===== src/rtl/fp_align_pkg.sv =====
// Shared definitions for the FP alignment stage: default field widths,
// derived widths and field-slice helpers for default-width operands.
package fp_align_pkg;

    localparam int DEF_EXP_W = 5;
    localparam int DEF_MAN_W = 10;
    localparam int DEF_OP_W  = 1 + DEF_EXP_W + DEF_MAN_W;
    localparam int DEF_SIG_W = DEF_MAN_W + 1;

    function automatic logic get_sign(input logic [DEF_OP_W-1:0] op);
        return op[DEF_OP_W-1];
    endfunction

    function automatic logic [DEF_EXP_W-1:0] get_exp(input logic [DEF_OP_W-1:0] op);
        return op[DEF_OP_W-2 -: DEF_EXP_W];
    endfunction

    function automatic logic [DEF_MAN_W-1:0] get_man(input logic [DEF_OP_W-1:0] op);
        return op[DEF_MAN_W-1:0];
    endfunction

    // Denormals (exp field 0) behave as exponent 1 with no hidden bit.
    function automatic logic [DEF_EXP_W-1:0] eff_exp(input logic [DEF_EXP_W-1:0] e);
        return (e == '0) ? {{(DEF_EXP_W-1){1'b0}}, 1'b1} : e;
    endfunction

endpackage


===== src/rtl/fp_sticky_shr.sv =====
// Combinational logical right shift that also reports whether any set bit
// was shifted out. Shift amounts at or beyond the width clear the result.
module fp_sticky_shr
    import fp_align_pkg::*;
#(
    parameter int W    = DEF_MAN_W + 4,
    parameter int SH_W = DEF_EXP_W
) (
    input  logic [W-1:0]    din,
    input  logic [SH_W-1:0] sh,
    output logic [W-1:0]    dout,
    output logic            sticky
);

    localparam logic [31:0] W_U = W;

    logic [W-1:0] lost_mask;

    // Shift and OR together every bit that falls off the bottom.
    always_comb begin
        dout      = '0;
        sticky    = 1'b0;
        lost_mask = '0;
        if ({{(32-SH_W){1'b0}}, sh} >= W_U) begin
            sticky = |din;
        end else begin
            dout      = din >> sh;
            lost_mask = ~({W{1'b1}} << sh);
            sticky    = |(din & lost_mask);
        end
    end

endmodule


===== src/rtl/fp_align_pipe.sv =====
// Two-stage FP operand alignment: S1 picks the larger-magnitude operand and
// the exponent difference, S2 right-shifts the smaller significand with
// guard/round/sticky positions.
// Build option: define ALIGN_STICKY_EN to fold shifted-out bits into the
// sticky bit; otherwise shifted-out bits are simply truncated.
module fp_align_pipe
    import fp_align_pkg::*;
#(
    parameter int EXP_W = DEF_EXP_W,
    parameter int MAN_W = DEF_MAN_W,
    localparam int OP_W = 1 + EXP_W + MAN_W
) (
    input  logic               clk,
    input  logic               rst,
    input  logic               in_valid,
    output logic               in_ready,
    input  logic [OP_W-1:0]    in_a,
    input  logic [OP_W-1:0]    in_b,
    output logic               out_valid,
    input  logic               out_ready,
    output logic               out_big_sign,
    output logic               out_small_sign,
    output logic [EXP_W-1:0]   out_big_exp,
    output logic [MAN_W:0]     out_big_man,
    output logic [MAN_W+3:0]   out_small_man,
    output logic [EXP_W-1:0]   out_shift,
    output logic               out_swap
);

    localparam int SIG_W = MAN_W + 1;
    localparam int GRS_W = MAN_W + 4;
    localparam logic [EXP_W-1:0] EXP_ONE = {{(EXP_W-1){1'b0}}, 1'b1};
`ifdef ALIGN_STICKY_EN
    localparam logic STICKY_EN = 1'b1;
`else
    localparam logic STICKY_EN = 1'b0;
`endif

    // Handshake: a side transfers on valid && ready. A stage advances when it
    // is empty or its consumer takes its contents this cycle; in_ready is the
    // S1 advance term, so a full pipe accepts and delivers in the same cycle.
    logic s1_valid;
    logic s2_adv;
    logic s1_adv;

    assign s2_adv   = !out_valid || out_ready;
    assign s1_adv   = !s1_valid || s2_adv;
    assign in_ready = s1_adv;

    logic             a_sign, b_sign;
    logic [EXP_W-1:0] a_exp, b_exp, a_eff, b_eff;
    logic [SIG_W-1:0] a_sig, b_sig;
    logic             b_big;

    assign a_sign = in_a[OP_W-1];
    assign b_sign = in_b[OP_W-1];
    assign a_exp  = in_a[OP_W-2 -: EXP_W];
    assign b_exp  = in_b[OP_W-2 -: EXP_W];
    assign a_eff  = (a_exp == '0) ? EXP_ONE : a_exp;
    assign b_eff  = (b_exp == '0) ? EXP_ONE : b_exp;
    assign a_sig  = {(a_exp != '0), in_a[MAN_W-1:0]};
    assign b_sig  = {(b_exp != '0), in_b[MAN_W-1:0]};

    // B wins only when strictly larger, so a full tie keeps A as big.
    assign b_big = (b_eff > a_eff) || ((b_eff == a_eff) && (b_sig > a_sig));

    logic             s1_big_sign, s1_small_sign, s1_swap;
    logic [EXP_W-1:0] s1_big_exp, s1_shift;
    logic [SIG_W-1:0] s1_big_sig, s1_small_sig;

    // S1: register the selected operand fields and exponent difference.
    always_ff @(posedge clk or posedge rst) begin
        if (rst) begin
            s1_valid      <= 1'b0;
            s1_big_sign   <= 1'b0;
            s1_small_sign <= 1'b0;
            s1_swap       <= 1'b0;
            s1_big_exp    <= '0;
            s1_shift      <= '0;
            s1_big_sig    <= '0;
            s1_small_sig  <= '0;
        end else if (s1_adv) begin
            s1_valid <= in_valid;
            if (in_valid) begin
                s1_swap       <= b_big;
                s1_big_sign   <= b_big ? b_sign : a_sign;
                s1_small_sign <= b_big ? a_sign : b_sign;
                s1_big_exp    <= b_big ? b_eff : a_eff;
                s1_shift      <= b_big ? (b_eff - a_eff) : (a_eff - b_eff);
                s1_big_sig    <= b_big ? b_sig : a_sig;
                s1_small_sig  <= b_big ? a_sig : b_sig;
            end
        end
    end

    logic [GRS_W-1:0] shr_out;
    logic             shr_sticky;
    logic [GRS_W-1:0] small_aligned;

    fp_sticky_shr #(
        .W    (GRS_W),
        .SH_W (EXP_W)
    ) u_shr (
        .din    ({s1_small_sig, 3'b000}),
        .sh     (s1_shift),
        .dout   (shr_out),
        .sticky (shr_sticky)
    );

    assign small_aligned = {shr_out[GRS_W-1:1], shr_out[0] | (STICKY_EN & shr_sticky)};

    // S2: register the aligned result; holds while downstream stalls.
    always_ff @(posedge clk or posedge rst) begin
        if (rst) begin
            out_valid      <= 1'b0;
            out_big_sign   <= 1'b0;
            out_small_sign <= 1'b0;
            out_big_exp    <= '0;
            out_big_man    <= '0;
            out_small_man  <= '0;
            out_shift      <= '0;
            out_swap       <= 1'b0;
        end else if (s2_adv) begin
            out_valid <= s1_valid;
            if (s1_valid) begin
                out_big_sign   <= s1_big_sign;
                out_small_sign <= s1_small_sign;
                out_big_exp    <= s1_big_exp;
                out_big_man    <= s1_big_sig;
                out_small_man  <= small_aligned;
                out_shift      <= s1_shift;
                out_swap       <= s1_swap;
            end
        end
    end

endmodule


===== config.mk =====
export PLATFORM = sky130hd
export DESIGN_NAME = fp_align_pipe
export DESIGN_NICKNAME = d
export VERILOG_FILES = /design/src/rtl/fp_align_pkg.sv /design/src/rtl/fp_sticky_shr.sv /design/src/rtl/fp_align_pipe.sv
export SDC_FILE = /design/constraint.sdc
export NUM_CORES = 1
export LEC_CHECK = 0
export BUFFER_PORTS_ARGS = -buffer_cell sky130_fd_sc_hd__buf_4
export CAP_MARGIN = 20
export CORE_ASPECT_RATIO = 1.4
export CORE_MARGIN = 10
export CORE_UTILIZATION = 57
export DETAILED_ROUTE_END_ITERATION = 7
export GPL_TIMING_DRIVEN = 0
export PLACE_DENSITY = 0.81
export REMOVE_ABC_BUFFERS = 1
export SLEW_MARGIN = 20
export SYNTH_ARGS = -nofsm -noshare
export SYNTH_HDL_FRONTEND = slang
export SYNTH_SLANG_ARGS = --single-unit

===== constraint.sdc =====
create_clock -name clk -period 2.7 [get_ports clk]
set_input_delay 0.405 -clock clk [delete_from_list [all_inputs] [get_ports clk]]
set_output_delay 0.405 -clock clk [all_outputs]
set_load 0.01 [all_outputs]

==> metrics.txt, run 1 <==
sink count of the clock tree=75; Synth area leaders=dfrtp_1, mux2_2, ha_1; Max clock buf depth=2; setup ws final=0.0416 ns; Post-synth ARST share=1.00; die area=11700 µm²; Post-Syn Area=4400 µm²; CP Max Fanout=16; Layout Skew=0.00956 ns; Fin. Hold Viols=0; initial antenna violation count=0; Remaining Overflow, GRT=0; Worst-path clk slew=0.08 ns; commonest cells after routing, fill and taps aside=buf_4, dfrtp_1, nor2_1; Seq/Total Area, Yosys=0.426; Antenna Violating Nets Remaining=0; final net count=580; most common cell after layout, fill and taps aside=buf_4; clock root cell=clkbuf_8; hpwl dp=7.89 mm; synthesized instance count=460; largest net degree at the start of global routing=53; Layout Utilization=0.720; yosys warns=0; Inserted Diodes=0; FF-to-FF Start=s1_shift[0]; gr usage total=0.201; Max H-tree Level=3; multi-input combinational cell area=2350 µm²; Final period util=0.985; status=completed; Main synth FF type=dfrtp_1; Setup-failing EPs final=0; first-pass GRT wire length=18.7 mm; Placer Congestion=0.866; WL final=11.7 mm; Yosys top cell area share=0.426; via count=3823; Critical Path AT=2.92 ns; CP Launch Type=input pin; Worst Max-Slew Pin Slew=0.669 ns; Slew headroom=0.554; Placed Area=4970 µm²; DRT Pass-1 Iters=5; CTS Buf Count=9; fillcell total=555; clock tree from TritonCTS=done; Area growth syn-to-layout=21.9%; die width=94.3 µm; share of cells above drive strength 1=0.303; Max rail drop VDD=0.368 mV; Worst Path Required=2.96 ns; worst hold path type=input pin to asynchronous set/reset pin; hold slack=0.0205 ns; Leak=2.45 nW; Iter 0 DRT Violations=301; Die Ht=124 µm; Row Count=37; power per cell area=717 nW/µm²; Setup crit end kind=register; latest clock arrival within the worst-skew pair=0.35 ns; Place WS=-0.936 ns; minimum clock period=2.66 ns; register area=1880 µm²; register bit total from synthesis=75; fin cells=629; syn_area_per_cell=9.57 µm²; DRC viols=0; I/O Pins=76; number of port buffers=75; vias in the first global route=3880; Max-cap violations=0; hold_buf cts=0; WL/cell=18.6 µm; worst setup path class=input pin to register; EDFF count, synth=0; FMAX=376 MHz; Avg Vias per Cell=6.08; largest area contributor in the netlist=dfrtp_1; fin area=5360 µm²; Slew Viols, Final=0; Initial Util=0.590; dpl cells=598; core area=7450 µm²; CP Launch Point=in_a[11]; synth unique cells=51
[state kept, by name (all words and copies together), names as in the netlist, 5 cells and up]
signal and cells:
out_big_exp 5, s1_shift 5, out_shift 5, out_small_man 14, s1_big_sig 11, out_big_man 11
s1_big_exp 5, s1_small_sig 11
[through the flow]
step                TNS [ns]  total power [mW]
floorplan             -13.41              2.43
global placement      -75.11              2.97
detailed placement    -26.29              3.04
CTS                        0              3.85
global route         -0.0158              4.11
finish                     0              3.85
[logic make-up (layout without fill, tap and decap cells)]
logic type / count (synthesis) / after routing / synth area share
DFF: 75 / 75 / 0.426
and+or+nand+nor: 144 / 144 / 0.160
xor gates and xnor gates: 2 / 2 / 0.00398
AOI/OAI and AO/OA: 118 / 121 / 0.180
adders and majority gates: 17 / 17 / 0.0483
buffers and inverters: 58 / 127 / 0.0680
muxes: 46 / 46 / 0.113
[cells in the mapped netlist (all sizes together), types with 2 or more instances]
cell type  number
a21o            3
a21oi          10
a221oi          3
a22o            9
a31oi          28
and2            2
and3            8
buf            16
clkbuf         23
dfrtp          75
ha             17
inv            19
mux2           30
mux2i          16
nand2          27
nand2b          7
nand3          33
nand3b          2
nor2           42
nor2b           4
nor3           11
nor4            2
o211ai          6
o21ai          41
o22ai           7
o31ai           3
xnor2           2
[what timing repair did]
action,in CTS,in global routing
pin swaps,4,5
buffers inserted,8,4
setup endpoints to repair,34,24
resized for setup,10,4
cloned,2,1
[worst max-delay path, cell delays in order]
cell	delay, ns
buf_4	0.13
or4_4	0.55
nand2b_4	0.18
inv_2	0.07
ha_4	0.14
nand3_4	0.07
or3b_4	0.44
a221oi_4	0.31
buf_6	0.16
buf_12	0.14
nor3_1	0.06
o31ai_1	0.23
[where the power goes]
group          internal (mW)  leakage, nW  total, mW  switching [mW]
combinational          0.721         1.48       1.40           0.683
sequential              1.42        0.882       1.66           0.244
clock                  0.383       0.0905      0.783           0.400
[area by class of cell]
| cell class | count | area share |
|---|---|---|
| Multi-Input combinational cell | 330 | 0.438 |
| Inverter | 19 | 0.0138 |
| Sequential cell | 75 | 0.350 |
| Clock inverter | 2 | 0.00187 |
| Clock buffer | 14 | 0.0303 |
| Timing Repair Buffer | 92 | 0.144 |
| Tap cell | 97 | 0.0226 |
[final timing paths]
check | end | depth (start not counted) | slack [ns]
max in group asynchronous | out_small_sign | 3 | 2.12
min | out_big_man[6] | 2 | 0.02
min reg2reg | s1_big_sig[10] | 2 | 0.48
min in group clk | s1_valid | 2 | 0.26
max reg2reg | out_small_man[0] | 5 | 0.70
max | s1_big_exp[0] | 12 | 0.04
[per-layer routing]
metal	global-route usage	part of all wire	up-vias
li1	-	-	1800
met4	0.112	0.037	0
met2	0.353	0.52	163
met3	0.0530	0.069	40
met5	0	0	-
met1	0.213	0.37	1820
No activity file was read; power rests on OpenSTA's default activity.
==> inputs of run 2 (changes only) <==
GPL_ROUTABILITY_DRIVEN = 0   (was default)
GPL_TIMING_DRIVEN = default   (was 0)
==> run 2 against run 1 <==
  * Routed wire length fell by 3.7%
  * Design area rose by 1.5%
  * Global-route usage fell by 0.12 points
  * Critical path depth rose by 1
==> metrics.txt, run 2 (synthesis gave the netlist of run 1 again) <==
status=completed (unchanged); CP delay by family, top=simple AND/OR/NAND/NOR gates (unchanged); CP Launch Type=input pin (unchanged); FMAX=388 MHz (was 376 MHz); Iter 0 DRT Violations=287 (was 301); Layout Skew=0.00929 ns (was 0.00956 ns); combinational share of power=0.358 (was 0.365); Max H-tree Level=3 (unchanged); hold_buf cts=0 (unchanged); Row Count=37 (unchanged); Worst Path Required=2.90 ns (was 2.96 ns); first-pass GRT wire length=18.7 mm (about the same); Max-cap violations=0 (unchanged); worst path buffer plus inverter count=4 (unchanged); gr usage total=0.200 (was 0.201); Internal=2.63 mW (was 2.52 mW); sink count of the clock tree=75 (unchanged); hold slack=0.133 ns (was 0.0205 ns); Antenna Violating Nets Remaining=0 (unchanged); largest net degree at the start of global routing=76 (was 53); final net count=600 (was 580); CP Max Fanout=4 (was 16); Critical Path AT=2.78 ns (was 2.92 ns); I/O Pins=76 (unchanged); Seq pwr share=0.423 (was 0.432); latest clock arrival within the worst-skew pair=0.36 ns (was 0.35 ns); Die Ht=124 µm (unchanged); Max rail drop VDD=0.429 mV (was 0.368 mV); clock share of power=0.219 (was 0.203); via count=3826 (was 3823); core area=7450 µm² (unchanged); initial antenna violation count=0 (unchanged); WL final=11.3 mm (was 11.7 mm); WL/cell=17.4 µm (was 18.6 µm); Inserted Diodes=0 (unchanged); CTS Buf Count=9 (unchanged); Avg Vias per Cell=5.90 (was 6.08); Leak=2.53 nW (was 2.45 nW); fin cells=648 (was 629); Fin. Hold Viols=0 (unchanged); Worst-path clk slew=0.07 ns (was 0.08 ns); worst hold path type=input pin to asynchronous set/reset pin (unchanged); Area growth syn-to-layout=23.7% (was 21.9%); max reg flops=14 (unchanged); slowest stage delay, CP=0.53 ns (was 0.55 ns); Remaining Overflow, GRT=0 (unchanged); share of cells above drive strength 1=0.318 (was 0.303); RSZ-0062 raised after global routing=false; Final period util=0.955 (was 0.985); dpl cells=629 (was 598); DRC viols=0 (unchanged); flop2flop setup slack=0.68 ns (was 0.70 ns); crit-path cells=buf_4 > or4_4 > nand2b_4 > inv_1 > ha_1 > nand3_1 > nor3_2 > a221oi_2 > buf_4 > a221oi_4 > buf_4 > nor3_1 > o31ai_1 (was buf_4 > or4_4 > nand2b_4 > inv_2 > ha_4 > nand3_4 > or3b_4 > a221oi_4 > buf_6 > buf_12 > nor3_1 > o31ai_1); Most flops, register=out_small_man (unchanged); Place WS=-0.303 ns (was -0.936 ns); worst setup path class=input pin to register (unchanged); most common cell after layout, fill and taps aside=buf_4 (unchanged); Worst Max-Slew Pin Slew=0.697 ns (was 0.669 ns); die area=11700 µm² (unchanged); power per cell area=725 nW/µm² (was 717 nW/µm²); die width=94.3 µm (unchanged); Sw Ratio=0.334 (was 0.345); Setup-failing EPs final=0 (unchanged); Slew headroom=0.535 (was 0.554); Psw=1.32 mW (was 1.33 mW); most frequent CP cell=buf_4; Initial Util=0.590 (unchanged); total power=3.95 mW (was 3.85 mW); Slew Viols, Final=0 (unchanged); hpwl dp=8.38 mm (was 7.89 mm); Setup crit end kind=register (unchanged); vias in the first global route=3918 (was 3880); clock root cell=clkbuf_8 (unchanged); setup ws final=0.121 ns (was 0.0416 ns); clock tree from TritonCTS=done (unchanged); commonest cells after routing, fill and taps aside=buf_4, dfrtp_1, nor2_1 (unchanged); DRT Pass-1 Iters=5 (unchanged); Max clock buf depth=2 (unchanged); number of port buffers=75 (unchanged); minimum clock period=2.58 ns (was 2.66 ns); slowest cell on the critical path=or4_4 (unchanged)
run 2: changes by cell type in the layout (fill, tap and decap cells not counted), moves of 2 or more:
cell,previous run,this run
buf_4,86,107
buf_12,3,5
buf_16,2,0
buf_6,1,3
run 2: per-stage QoR:
stage	area [µm²]	TNS [ns]	utilization
after floorplan	4170	-13.41	-
after CTS	5390	0	0.723
after global placement	5190	-4.21	0.696
after global routing	5440	0	0.730
after detailed placement	5190	-7.48	0.696
final	5440	0	0.730
run 2: worst paths after layout:
kind,startpoint,end,cells after the start
hold / removal,rst,out_big_man[0],3
setup / recovery,in_a[11],s1_big_sig[10],13
hold reg to reg,out_small_man[7],out_small_man[7],2
min in group clk,in_valid,s1_valid,2
setup reg to reg,s1_shift[0],out_small_man[0],5
max in group asynchronous,rst,out_shift[4],3
run 2: per-layer routing:
| layer | part of all wire | global-route usage | wire length, µm |
|---|---|---|---|
| met5 | 0 | 0 | 0 |
| met3 | 0.052 | 0.0536 | 587 |
| met4 | 0.030 | 0.0876 | 338 |
| met2 | 0.53 | 0.355 | 6010 |
| met1 | 0.38 | 0.217 | 4320 |
run 2: power by group through the flow:
stage / logic (mW) / clock network, mW / registers [mW]
final: 1.42 / 0.865 / 1.67
after global routing: 1.56 / 0.925 / 1.71
after CTS: 1.42 / 0.877 / 1.67
after detailed placement: 1.41 / 0 / 1.69
after global placement: 1.37 / 0 / 1.67
after floorplan: 0.706 / 0 / 1.72
run 2: final cells by class:
cell class / instances / area [µm²]
Sequential cell: 75 / 1880
Clock inverter: 2 / 35.0
Tap cell: 97 / 121
Timing Repair Buffer: 115 / 937
Inverter: 19 / 71.3
Multi-Input combinational cell: 327 / 2240
Clock buffer: 13 / 159
Fill cell: 561 / 2010
run 2: worst min-delay path, delay by kind of cell:
| kind | cells | cell delay (ns) |
|---|---|---|
| buffers and inverters | 3 | 0.50 |
run 2: repair_timing:
action | 4_1_cts | 5_1_grt
endpoints found under the setup margin | 0 | 14
buffers inserted | 0 | 3
endpoints found under the hold margin | 0 | 0
gates resized for setup | 0 | 8
==> inputs of run 3 (changes only) <==
CORE_UTILIZATION = 51   (was 57)
PLACE_DENSITY = 0.77   (was 0.81)
REMOVE_ABC_BUFFERS = default   (was 1)
clock period = 2.3 ns   (was 2.7 ns; I/O delays follow)
==> run 3 against run 2 <==
  * The run now ends with setup timing left
  * Count of clock-buffer cells in the layout is 2 lower
  * Clock power is 82% higher
  * First-iteration DRC count is 19% higher
  * Sequential cell count did not move
  * Design area grew 12%
  * Highest routed layer unchanged
==> metrics.txt, run 3 (synthesis gave the netlist of run 1 again) <==
status=finished with violations (was completed); failing checks=setup timing; gr usage total=0.196 (was 0.200); first-pass GRT wire length=20.3 mm (was 18.7 mm); FMAX=404 MHz; number of port buffers=75 (unchanged); Iter 0 DRT Violations=341 (was 287); worst hold path type=input pin to asynchronous set/reset pin (unchanged); FF-to-FF Start=s1_shift[0] (unchanged); most common cell after layout, fill and taps aside=buf_4 (unchanged); share of cells above drive strength 1=0.422 (was 0.318); Critical Path AT=2.72 ns (was 2.78 ns); CP Launch Type=input pin (unchanged); Worst-path clk slew=0.06 ns (was 0.07 ns); Row Count=40 (was 37); DRC viols=0 (unchanged); worst setup path class=input pin to register (unchanged); hold_buf cts=0 (unchanged); I/O Pins=76 (unchanged); die area=12800 µm² (was 11700 µm²); hold slack=0.0614 ns (was 0.133 ns); clock tree from TritonCTS=done (unchanged); Most flops, register=out_small_man (unchanged); Max clock buf depth=2 (unchanged); total power=5.40 mW (was 3.95 mW); minimum clock period=2.48 ns; latest clock arrival within the worst-skew pair=0.34 ns (was 0.36 ns); Setup-failing EPs final=34 (was 0); Antenna Violating Nets Remaining=0 (unchanged); Worst Max-Slew Pin Slew=0.658 ns (was 0.697 ns); via count=4259 (was 3826); DRT Pass-1 Iters=5 (unchanged); Layout Skew=0.00273 ns (was 0.00929 ns); Syn Nets=513; CP Max Fanout=15 (was 4); fillcell total=580 (was 561); Final period util=1.08; Layout Utilization=0.718 (was 0.730); max reg flops=14 (unchanged); CP Launch Point=in_a[14] (was in_a[11]); hpwl dp=9.27 mm (was 8.38 mm); Max H-tree Level=3 (unchanged); WL final=13.8 mm (was 11.3 mm); Worst Path Required=2.54 ns (was 2.90 ns); largest net degree at the start of global routing=52 (was 76); Die Ht=130 µm (was 124 µm); Remaining Overflow, GRT=0 (unchanged); RSZ-0062 raised after global routing=true (was false); Slew headroom=0.561 (was 0.535); fin area=6110 µm² (was 5440 µm²); die width=98.5 µm (was 94.3 µm); WL/cell=20.0 µm (was 17.4 µm); reg-to-reg endpoint=out_small_man[3] (was out_small_man[0]); CTS Buf Count=9 (unchanged); flop2flop setup slack=0.38 ns (was 0.68 ns); Slew Viols, Final=0 (unchanged); Initial Util=0.517 (was 0.590); Place WS=-0.497 ns (was -0.303 ns); sink count of the clock tree=75 (unchanged); Placed Area=5390 µm² (was 5190 µm²); Fin. Hold Viols=0 (unchanged); Area growth syn-to-layout=38.8% (was 23.7%); Max-cap violations=0 (unchanged); Setup crit end kind=register (unchanged); Inserted Diodes=0 (unchanged); commonest cells after routing, fill and taps aside=buf_4, dfrtp_1, nor2_1 (unchanged); worst r2r path cells=6 (was 5); clock root cell=clkbuf_16 (was clkbuf_8); vias in the first global route=4147 (was 3918); core area=8510 µm² (was 7450 µm²); final net count=631 (was 600); CP endpoint=s1_big_sig[8] (was s1_big_sig[10]); setup ws final=-0.178 ns (was 0.121 ns); Max rail drop VDD=0.522 mV (was 0.429 mV); Avg Vias per Cell=6.19 (was 5.90); power per cell area=884 nW/µm² (was 725 nW/µm²); Leak=2.82 nW (was 2.53 nW); initial antenna violation count=0 (unchanged)
## run 3: cell count changes in the layout (fill, tap and decap cells not counted), sizes merged
| cell | delta |
|---|---|
| a21o | +1 |
| buf | +29 |
| bufinv | +1 |
| clkbuf | -1 |
| clkinv | +1 |
| clkinvlp | +1 |
## run 3: layer usage
metal,vias up,GRT usage,wire length (µm)
met1,2087,0.197,4750
met3,52,0.0450,826
met2,217,0.372,7570
met5,-,0,0
li1,1903,-,-
met4,0,0.0879,632
## run 3: area by class of cell
| class | count | area (µm²) | share of cell area |
|---|---|---|---|
| clock inverter | 5 | 85.1 | 0.0139 |
| timing repair buffer | 145 | 1200 | 0.196 |
| sequential | 75 | 1880 | 0.307 |
| tap | 105 | 131 | 0.0215 |
| multi-input combinational | 328 | 2490 | 0.408 |
| inverter | 19 | 73.8 | 0.0121 |
| clock buffer | 11 | 253 | 0.0414 |
## run 3: worst min path at each step
stage / start / endpoint / slack (ns) / cells after the start
final: rst / out_valid / 0.06 / 2
after global routing: rst / out_valid / 0.11 / 2
after CTS: rst / out_big_man[2] / 0.08 / 2
after detailed placement: rst / out_valid / 0.43 / 2
after global placement: rst / out_valid / 0.42 / 2
after floorplan: s1_big_exp[0] / s1_big_exp[0] / 0.44 / 2
## run 3: stage by stage
stage	setup TNS [ns]	std cells
floorplan	-8.66	460
global route	-6.24	688
detailed placement	-14.77	656
CTS	-2.07	673
finish	-3.61	688
global placement	-12.83	656
## run 3: critical path, stage by stage
cell      delay (ns)
buf_6           0.09
or4_4           0.52
nand2b_4        0.17
inv_4           0.06
ha_4            0.14
nand3_4         0.08
or3b_4          0.40
a221oi_4        0.30
buf_12          0.16
buf_12          0.16
o21ai_2         0.08
a31oi_1         0.22
## run 3: report_power, final
part | total (mW) | switching (mW) | internal [mW]
Combinational | 1.86 | 0.909 | 0.954
Sequential | 1.97 | 0.301 | 1.67
Clock | 1.57 | 0.555 | 1.01
## run 3: timing repair
action	in CTS	in global routing
pin swaps	0	24
endpoints found under the hold margin	0	0
gates resized for setup	7	41
setup endpoints to repair	33	34
cloned	1	1
buffers inserted	0	14
